`src/rtl/multi_port_writeback_pkg.sv`:
```
// Shared types and helpers for the multi-port writeback arbiter.
// Holds the arbitration mode enum, the default port count and width helpers.
package multi_port_writeback_pkg;

  typedef enum logic {
    WB_ARB_FIXED = 1'b0,
    WB_ARB_RR    = 1'b1
  } wb_arb_mode_t;

  localparam int DEFAULT_NUM_WB_PORTS = 2;

  function automatic int ptr_width(input int num_units);
    return (num_units > 1) ? $clog2(num_units) : 1;
  endfunction

  function automatic int min_int(input int a, input int b);
    return (a < b) ? a : b;
  endfunction

endpackage

```
`src/rtl/multi_port_writeback_if.sv`:
```
// Bundle of unit result sources and writeback ports.
// master drives unit results; slave is the arbiter.
interface multi_port_writeback_if
  import multi_port_writeback_pkg::*;
#(
  parameter int NUM_WB_UNITS = 5,
  parameter int NUM_WB_PORTS = DEFAULT_NUM_WB_PORTS,
  parameter int DATA_WIDTH   = 32,
  parameter int ID_WIDTH     = 3
);

  logic [NUM_WB_UNITS-1:0]            unit_done;
  logic [NUM_WB_UNITS*ID_WIDTH-1:0]   unit_id;
  logic [NUM_WB_UNITS*DATA_WIDTH-1:0] unit_rd;
  logic [NUM_WB_UNITS-1:0]            unit_ack;
  logic [NUM_WB_PORTS-1:0]            wb_valid;
  logic [NUM_WB_PORTS*ID_WIDTH-1:0]   wb_id;
  logic [NUM_WB_PORTS*DATA_WIDTH-1:0] wb_data;

  modport master (
    output unit_done, unit_id, unit_rd,
    input  unit_ack, wb_valid, wb_id, wb_data
  );

  modport slave (
    input  unit_done, unit_id, unit_rd,
    output unit_ack, wb_valid, wb_id, wb_data
  );

endinterface

```
`src/rtl/multi_port_writeback_wb_port_allocator.sv`:
```
// Combinational multi-grant allocator: rotate done vector by the pointer,
// peel off the lowest set bit once per port, then rotate grants back.
module wb_port_allocator
  import multi_port_writeback_pkg::*;
#(
  parameter int NUM_UNITS = 5,
  parameter int NUM_PORTS = 2,
  parameter int PTR_W     = ptr_width(NUM_UNITS)
) (
  input  logic [NUM_UNITS-1:0]                done,
  input  logic [PTR_W-1:0]                    rr_ptr,
  output logic [NUM_PORTS-1:0][NUM_UNITS-1:0] grant,
  output logic                                any_grant,
  output logic [PTR_W-1:0]                    last_idx
);

  logic [2*NUM_UNITS-1:0]               done_dbl;
  logic [NUM_PORTS:0][NUM_UNITS-1:0]    remain;
  logic [NUM_PORTS-1:0][NUM_UNITS-1:0]  grant_rot;

  // Doubling the vector turns the modulo rotation into a plain shift.
  assign done_dbl  = {done, done} >> rr_ptr;
  assign remain[0] = done_dbl[NUM_UNITS-1:0];
  assign any_grant = |done;

  genvar gi;
  generate
    for (gi = 0; gi < NUM_PORTS; gi++) begin : g_port
      logic [2*NUM_UNITS-1:0] grant_dbl;

      assign grant_rot[gi]  = remain[gi] & (~remain[gi] + NUM_UNITS'(1));
      assign remain[gi+1]   = remain[gi] & ~grant_rot[gi];
      assign grant_dbl      = {grant_rot[gi], grant_rot[gi]} << rr_ptr;
      assign grant[gi]      = grant_dbl[2*NUM_UNITS-1:NUM_UNITS];
    end
  endgenerate

  // Grants are packed, so the highest granted port holds the last unit in order.
  always_comb begin
    last_idx = '0;
    for (int p = 0; p < NUM_PORTS; p++) begin
      for (int u = 0; u < NUM_UNITS; u++) begin
        if (grant[p][u]) begin
          last_idx = PTR_W'(u);
        end
      end
    end
  end

endmodule

```
`src/rtl/multi_port_writeback.sv`:
```
// Commits up to NUM_WB_PORTS unit results per cycle through registered
// writeback packets; fixed-priority or round-robin arbitration.
module multi_port_writeback
  import multi_port_writeback_pkg::*;
#(
  parameter int NUM_WB_UNITS = 5,
  parameter int NUM_WB_PORTS = DEFAULT_NUM_WB_PORTS,
  parameter int DATA_WIDTH   = 32,
  parameter int ID_WIDTH     = 3,
  parameter int ARB_MODE     = 1
) (
  input logic                   clk,
  input logic                   rst_n,
  multi_port_writeback_if.slave bus
);

  localparam int PORTS_EFF = min_int(NUM_WB_PORTS, NUM_WB_UNITS);
  localparam int PTR_W     = ptr_width(NUM_WB_UNITS);
  localparam wb_arb_mode_t MODE = (ARB_MODE == 0) ? WB_ARB_FIXED : WB_ARB_RR;

  typedef struct packed {
    logic                  valid;
    logic [ID_WIDTH-1:0]   id;
    logic [DATA_WIDTH-1:0] data;
  } wb_packet_t;

  logic [PTR_W-1:0]                      rr_ptr_reg;
  logic [PTR_W-1:0]                      rr_ptr_next;
  logic [PTR_W-1:0]                      alloc_ptr;
  logic [PORTS_EFF-1:0][NUM_WB_UNITS-1:0] grant;
  logic                                  any_grant;
  logic [PTR_W-1:0]                      last_idx;
  logic [NUM_WB_UNITS-1:0]               ack;

  assign alloc_ptr = (MODE == WB_ARB_RR) ? rr_ptr_reg : '0;

  wb_port_allocator #(
    .NUM_UNITS (NUM_WB_UNITS),
    .NUM_PORTS (PORTS_EFF),
    .PTR_W     (PTR_W)
  ) u_alloc (
    .done      (bus.unit_done),
    .rr_ptr    (alloc_ptr),
    .grant     (grant),
    .any_grant (any_grant),
    .last_idx  (last_idx)
  );

  always_comb begin
    ack = '0;
    for (int p = 0; p < PORTS_EFF; p++) begin
      ack = ack | grant[p];
    end
  end

  // No handshake completes while reset is held, even between edges.
  assign bus.unit_ack = rst_n ? ack : '0;

  always_comb begin
    rr_ptr_next = rr_ptr_reg;
    if (MODE == WB_ARB_RR && any_grant) begin
      rr_ptr_next = (last_idx == PTR_W'(NUM_WB_UNITS - 1)) ? '0 : last_idx + PTR_W'(1);
    end
  end

  always_ff @(posedge clk or negedge rst_n) begin
    if (!rst_n) begin
      rr_ptr_reg <= '0;
    end else begin
      rr_ptr_reg <= rr_ptr_next;
    end
  end

  genvar gi;
  generate
    for (gi = 0; gi < NUM_WB_PORTS; gi++) begin : g_port
      if (gi < PORTS_EFF) begin : g_live
        wb_packet_t pkt_reg;
        wb_packet_t pkt_next;

        // Ungranted ports drop valid but keep id/data to avoid toggling.
        always_comb begin
          pkt_next       = pkt_reg;
          pkt_next.valid = |grant[gi];
          for (int u = 0; u < NUM_WB_UNITS; u++) begin
            if (grant[gi][u]) begin
              pkt_next.id   = bus.unit_id[u*ID_WIDTH +: ID_WIDTH];
              pkt_next.data = bus.unit_rd[u*DATA_WIDTH +: DATA_WIDTH];
            end
          end
        end

        always_ff @(posedge clk or negedge rst_n) begin
          if (!rst_n) begin
            pkt_reg <= '0;
          end else begin
            pkt_reg <= pkt_next;
          end
        end

        assign bus.wb_valid[gi]                        = pkt_reg.valid;
        assign bus.wb_id[gi*ID_WIDTH +: ID_WIDTH]       = pkt_reg.id;
        assign bus.wb_data[gi*DATA_WIDTH +: DATA_WIDTH] = pkt_reg.data;
      end else begin : g_tied
        assign bus.wb_valid[gi]                        = 1'b0;
        assign bus.wb_id[gi*ID_WIDTH +: ID_WIDTH]       = '0;
        assign bus.wb_data[gi*DATA_WIDTH +: DATA_WIDTH] = '0;
      end
    end
  endgenerate

endmodule

```
`src/flat_wrapper.sv`:
```
// flat-port wrapper written by rule: the top's interface ports become plain ports
module multi_port_writeback_flat import multi_port_writeback_pkg::*;
#(
  parameter int NUM_WB_UNITS = 5,
  parameter int NUM_WB_PORTS = DEFAULT_NUM_WB_PORTS,
  parameter int DATA_WIDTH   = 32,
  parameter int ID_WIDTH     = 3,
  parameter int ARB_MODE     = 1
)
  (clk, rst_n, bus_unit_done, bus_unit_id, bus_unit_rd, bus_unit_ack, bus_wb_valid, bus_wb_id, bus_wb_data);
  multi_port_writeback_if #(.NUM_WB_UNITS(NUM_WB_UNITS), .NUM_WB_PORTS(NUM_WB_PORTS), .DATA_WIDTH(DATA_WIDTH), .ID_WIDTH(ID_WIDTH)) bus_i ();
  input logic clk;
  input logic rst_n;
  input wire logic [$bits(bus_i.unit_done)-1:0] bus_unit_done;
  input wire logic [$bits(bus_i.unit_id)-1:0] bus_unit_id;
  input wire logic [$bits(bus_i.unit_rd)-1:0] bus_unit_rd;
  output wire logic [$bits(bus_i.unit_ack)-1:0] bus_unit_ack;
  output wire logic [$bits(bus_i.wb_valid)-1:0] bus_wb_valid;
  output wire logic [$bits(bus_i.wb_id)-1:0] bus_wb_id;
  output wire logic [$bits(bus_i.wb_data)-1:0] bus_wb_data;
  assign bus_i.unit_done = bus_unit_done;
  assign bus_i.unit_id = bus_unit_id;
  assign bus_i.unit_rd = bus_unit_rd;
  assign bus_unit_ack = bus_i.unit_ack;
  assign bus_wb_valid = bus_i.wb_valid;
  assign bus_wb_id = bus_i.wb_id;
  assign bus_wb_data = bus_i.wb_data;
  multi_port_writeback #(.NUM_WB_UNITS(NUM_WB_UNITS), .NUM_WB_PORTS(NUM_WB_PORTS), .DATA_WIDTH(DATA_WIDTH), .ID_WIDTH(ID_WIDTH), .ARB_MODE(ARB_MODE)) u_core (.clk(clk), .rst_n(rst_n), .bus(bus_i));
endmodule
```
`config.mk`:
```
export PLATFORM = sky130hd
export DESIGN_NAME = multi_port_writeback_flat
export DESIGN_NICKNAME = d
export VERILOG_FILES = /design/src/rtl/multi_port_writeback_pkg.sv /design/src/rtl/multi_port_writeback_if.sv /design/src/rtl/multi_port_writeback_wb_port_allocator.sv /design/src/rtl/multi_port_writeback.sv /design/src/flat_wrapper.sv
export SDC_FILE = /design/constraint.sdc
export NUM_CORES = 1
export LEC_CHECK = 0
export CORE_AREA = 8 8 131 133
export CTS_BUF_LIST = sky130_fd_sc_hd__clkbuf_8
export DETAILED_ROUTE_END_ITERATION = 8
export DIE_AREA = 0 0 139 141
export PLACE_DENSITY = 0.83
export SLEW_MARGIN = 10
export SYNTH_ARGS = -nofsm -noshare
export SYNTH_HDL_FRONTEND = slang
export SYNTH_SLANG_ARGS = --single-unit
```
`constraint.sdc`:
```
create_clock -name clk -period 4 [get_ports clk]
set_input_delay 0.8 -clock clk [delete_from_list [all_inputs] [get_ports clk]]
set_output_delay 0.8 -clock clk [all_outputs]
set_load 0.02 [all_outputs]
```
==> impl_metrics.toml <==
[sta]
period_needed_ps = 3950
clock_skew_ps = 9.44
timing.final.crit_share_pct = 98.8
maxSlewHeadroom_pct = 45.2
worst_pin_slew_ps = 822
max_freq_mhz = 253
hold_viol = 0
final-max-slew-violation-count = 0
rsz0062_at_grt = "true"
tns_ps = 0
setup_violations = 0

[finish]
area_growth_pct = 56.6
antenna-diode-count = 0
final_common_cell = "clkdlybuf4s50_1"
nFillCells = 1171
final_cell_mix = "clkdlybuf4s50_1 (247), nor2_1 (155), buf_4 (131)"
drive_gt1_share_pct = 18.8
fin_nets = 1379

[critical_path]
crit_chain = "buf_4, mux4_2, mux2_4, o2bb2ai_4, a21oi_2, a211oi_2, buf_4, a21oi_4, or3b_4, and2_4, buf_6"
cp.buffers_inverters = 3
worstSetupPathDepth = 11
critPathTopFamily = "multiplexers"
crit_top_cell = "buf_4"
path_class = "in2out"
setup.worst_path.end_class = "output pin"
cp-start-kind = "primary input"
reg2reg_depth = 13
cpMaxStageDelayCell = "mux4_2"
crit_path_max_incr_delay_ps = 550
worstPathMaxFanout = 8
cp_data_required_time_ps = 3200
cp.arrival_ps = 3150

[flow_run]
drv_cap = 0

[route]
drtIter0Drc = 709
wire_per_inst_um = 22.6
ant_nets = 0
vias = 8602
route.detailed.drc = 0
wl_um = 31300
routed_via_density = 6.20
dr.pass1.iters = 5

[synth]
syn_area_per_cell_sq_um = 8.05
yosys_most_used_dff = "dfrtp_1"
ys_async_sr_fraction_pct = 100
synth-seq-cells = 75
synth_edf_count = 0
yosysSeqAreaShare_pct = 26.9
synth_area_sq_um = 6990
syn_nets = 1052
synthDistinctLibCells = 75
ys_warn_count = 0
synthCells = 868

[grt]
grt_max_degree = 73
globalRouteMet1Util_pct = 35.7
use_met3_pct = 8.61
grt_use_total_pct = 31.2
grt_first_pass_wirelength_um = 48500
grt_pass1_vias = 8675
use_met2_pct = 52.4
grt-ovfl-total = 0
gr-max-usage-layer = "met2"
antenna_found_initial = 0

[cts]
root_buffer = "clkbuf_8"
cts_tree = "yes"
clock_sinks = 75
clock_latency_ps = 370
path_clk_slew_ps = 90
h-tree-depth = 3
cts_buffer_depth = 2
cts_buffers = 9

[floorplan]
dieArea_sq_um = 19600
die-height_um = 141
start_util_pct = 46.6
num_rows = 45
core_sq_um = 15000
die_x_um = 139
num_io_pins = 259

[place]
dp_hpwl_um = 22900
port_buffers = 258
finalWeightedCongestion = 0.945

[outcome]
outcome = "finished clean"

[hold_path]
hold_class = "in2async"
## sequential cells by signal, summed over array words and instances (netlist names)
| signal | cells |
|---|---|
| u_core.bus.wb_valid | 2 |
| u_core.bus.wb_id | 6 |
| u_core.alloc_ptr | 3 |
| u_core.bus.wb_data | 64 |
## cells in the mapped netlist, types with 3 or more instances
cell type	number	share of area, %
o21ai_1	6	0.43
nand2b_1	37	3.3
dfrtp_1	75	27
clkbuf_1	46	2.5
a32oi_1	3	0.38
nand2_1	85	4.6
o21ai_0	6	0.43
mux2i_1	39	5.6
a211oi_1	39	4.2
buf_6	3	0.48
mux2_2	6	0.97
a211o_1	36	4.5
mux4_2	4	1.3
and2_1	3	0.27
nand3_1	45	3.2
buf_2	16	1.1
a41oi_1	3	0.38
o22a_1	3	0.38
a21oi_1	13	0.93
o221a_1	30	4.8
o31ai_1	38	4.1
buf_4	8	0.86
nor2_1	157	8.4
buf_1	6	0.32
and3_1	4	0.36
nor3_1	9	0.64
nor2b_1	4	0.36
o221a_2	5	0.81
a22o_1	37	4.6
inv_1	8	0.43
a21boi_0	37	4.0
## what timing repair did
action	in CTS	in global routing
buffers inserted	3	3
resized for setup	54	22
pin swaps	9	9
setup endpoints to repair	44	44
hold buffers	0	0
## worst reg2reg max path, cell delays in order (launching register included)
cell     delay, ps
dfrtp_2        490
buf_6          150
mux2_4         320
mux2_2         270
o21ai_1        160
nor3_1         130
mux2_1         350
a21oi_4        170
buf_4          130
buf_6          480
nor4b_4        370
buf_12         310
nor2_1         150
a22o_1         210
## metrics by stage
step                worst slack (ps)  cell area [sq um]  std cells  hold WS [ps]  util (%)
floorplan                       23.0               6990        868           504         -
detailed placement              -915              10600       1367           492      70.7
finish                          46.0              10900       1388           352      73.1
global route                   -34.5              10900       1388           361      73.1
global placement                -908              10600       1367           488      70.7
CTS                             5.65              10900       1385           347      72.6
## final timing paths
kind | from | endpoint | slack, ps
min in group clk | u_core.bus.wb_data[2]$_DFFE_PN0P_ | u_core.bus.wb_data[2]$_DFFE_PN0P_ | 510
max in group asynchronous | rst_n | u_core.bus.wb_data[46]$_DFFE_PN0P_ | 2540
setup reg to reg | u_core.alloc_ptr[1]$_DFFE_PN0P_ | u_core.bus.wb_data[31]$_DFFE_PN0P_ | 220
hold / removal | rst_n | u_core.alloc_ptr[0]$_DFFE_PN0P_ | 350
setup / recovery | bus_unit_done[0] | bus_unit_ack[4] | 50
hold reg to reg | u_core.bus.wb_data[2]$_DFFE_PN0P_ | u_core.bus.wb_data[2]$_DFFE_PN0P_ | 510
## logic make-up (layout without fill, tap and decap cells)
group	count (synthesis)	after routing	share of synthesized area (%)
adder cells (fa/ha/maj)	2	2	0.358
flip-flops	75	75	26.9
XOR/XNOR	2	2	0.251
buffers and inverters	88	420	5.77
AO/OA/AOI/OAI	289	289	34.7
multiplexers	52	52	8.54
AND/OR/NAND/NOR	360	360	23.5
## routing by layer
metal  vias to the layer above  routed length, um
met4                         0               1410
met1                      4080              12100
met2                       512              14900
met3                       103               2900
met5                         -                  0
li1                       3907                  -
## final cells by class
class                   instances  area (sq um)  area share [%]
clock inverters                 6          41.3           0.377
inverters                       9          33.8           0.309
flip-flops and latches         75          1880            17.2
multi-input cells             705          4920            45.0
well taps                     188           235            2.15
clock buffers                  10           138            1.26
repair buffers                395          3690            33.7
Power is not shown: default switching activity piles up to over one toggle a cycle in this logic, so the estimate is an artifact.
==> patch: new RTL, same flow settings <==
Make the reset (`rst_n`) synchronous in 2 clocked blocks.
--- a/src/rtl/multi_port_writeback.sv
+++ b/src/rtl/multi_port_writeback.sv
@@ -63,7 +63,7 @@
     end
   end
 
-  always_ff @(posedge clk or negedge rst_n) begin
+  always_ff @(posedge clk) begin
     if (!rst_n) begin
       rr_ptr_reg <= '0;
     end else begin
@@ -90,7 +90,7 @@
           end
         end
 
-        always_ff @(posedge clk or negedge rst_n) begin
+        always_ff @(posedge clk) begin
           if (!rst_n) begin
             pkt_reg <= '0;
           end else begin
Function: differs if rst_n is asserted again (counterexample within 4 cycles, from zero or initial values and one cycle with rst_n low); with rst_n held inactive, the same outputs for 4 cycles.
==> patch against the unedited design <==
The run now ends with setup timing left. Design area is 8.8% lower. Final cell count shrank 7.8%. Die area unchanged. Sequential cell count did not move. Area after synthesis down 10%. Global-route usage decreased by 2.1 points. Highest routed layer unchanged. Worst setup slack worse by 67 ps. First-iteration DRC count fell by 6.2%. Routed wire length down 5.3%. Clock skew is 0.69 ps higher.
==> patch: results (changes against the unedited design) <==
metric,value,unit,change
vias in the first global route,8114,,-6.5%
multiplexer share of the synthesized area,0.1142,,+0.02875
"Top FF cell, synth",dfxtp_1,,
initial antenna violation count,1,,+1
share of cells above drive strength 1,0.2007,,+0.01240
first-pass GRT wire length,45560,um,-6.1%
DP Cell Count,1251,,-8.5%
Synth Area in XOR/XNOR,0.001395,,-0.001113
Iter 0 DRT Violations,665,,-6.2%
CP arrival,3220,ps,+70 ps
WL/cell,23.18,um,+2.6%
# fillers,1223,,+4.4%
dpl hpwl,20970,um,-8.6%
Finished Layout Cells,1280,,-7.8%
GP Congestion,0.9444,,about the same
GRT Util Overall,0.2912,,-0.02073
cell family with most CP delay,simple AND/OR/NAND/NOR gates,,
CP max FO,4,,-4
setup ws final,-21.13,ps,-67.14 ps
"top cells by area, synth","dfxtp_1 (24%), nor2_1 (7.5%), mux2i_1 (6.2%), a211oi_2 (6.2%), nand2_1 (5.3%)",,
synth cell count leaders,"nor2_1 (125), nand2_1 (89), dfxtp_1 (75), clkbuf_1 (58), inv_1 (43)",,
syn nets,974,,-7.4%
final setup fails,2,,+2
Post-Synthesis Cells,790,,-9.0%
Post-synth ARST share,0,,-1.000
failing checks,setup timing,,
"Cell Area, Placed",0.009598,mm^2,-9.3%
adder-cell area share of the yosys netlist,0.003986,,+0.0004033
Place WS,-927.5,ps,-12.30 ps
Synth Area in Compound Gates,0.3792,,+0.03193
Yosys cell types,64,,-15%
status,finished with violations,,
## patch: cell types whose count changed after synthesis, sizes merged, moves of 31 or more
cell    before  now
nand3       46    8
a211oi      39   71
nor2       158  125
a21boi      37    0
o31ai       39    3
dfxtp        0   75
a211o       36    2
inv          8   45
dfrtp       75    0
o32ai        2   36
a311oi       1   37
a221o        0   31
nand2b      38    6
o221a       35    0
## patch: worst paths after layout
kind	depth (start not counted)	end	from	slack (ps)
min reg2reg	2	u_core.bus.wb_data[4]	u_core.bus.wb_data[4]	460
max	11	bus_unit_ack[0]	bus_unit_done[4]	-20
max reg2reg	12	u_core.alloc_ptr[2]	u_core.alloc_ptr[1]	170
min	2	u_core.bus.wb_data[4]	u_core.bus.wb_data[4]	460
## patch: layout make-up
type	count	share of cell area
multi-input cells	590	0.4445
clock inverters	7	0.004388
clock buffers	9	0.01241
flip-flops and latches	75	0.1506
repair buffers	365	0.3474
inverters	45	0.01693
well taps	188	0.02357
diodes	1	0.0002508
## patch: power by group through the flow
stage	Clock [mW]	Combinational (mW)	Sequential, mW
6_report	0.569	6.90	1.24
3_3_place_gp	0	6.48	1.24
2_1_floorplan	0	3.92	1.53
5_1_grt	0.614	7.33	1.27
3_5_place_dp	0	6.54	1.24
4_1_cts	0.581	6.73	1.23
## patch: what timing repair did
item / in CTS / in global routing
endpoints found under the hold margin: 0 / 0
pin swaps: 9 / 9
setup endpoints to repair: 76 / 56
buffers inserted: 13 / 1
resized for setup: 57 / 21
## patch: logic make-up (layout without fill, tap and decap cells)
| group | count (synthesis) | after routing |
|---|---|---|
| compound gates | 267 | 267 |
| xor+xnor | 1 | 1 |
| fa+ha+maj | 2 | 2 |
| buf+inv | 125 | 426 |
| flops | 75 | 75 |
| mux | 58 | 58 |
| other cells | 0 | 1 |
| simple gates | 262 | 262 |
## patch: per-stage QoR
step                utilization  TNS, ps
floorplan                     -   -105.7
global placement         0.6409   -41030
detailed placement       0.6409   -46690
CTS                      0.6615        0
global route             0.6663   -155.1
finish                   0.6663   -21.70
## patch: worst min-delay path, stage by stage (launching register included)
cell     delay (ps)
dfxtp_1         320
inv_1            50
o32ai_1          50
## patch: layer usage
layer  share of wire  wire length, um  vias to the layer above  GRT usage
met4           0.032              964                        0     0.1155
met1            0.40            11720                     3689     0.3546
met2            0.45            13460                      555     0.4685
met5               0                0                        -          0
li1                -                -                     3614          -
met3            0.12             3526                       81    0.09386
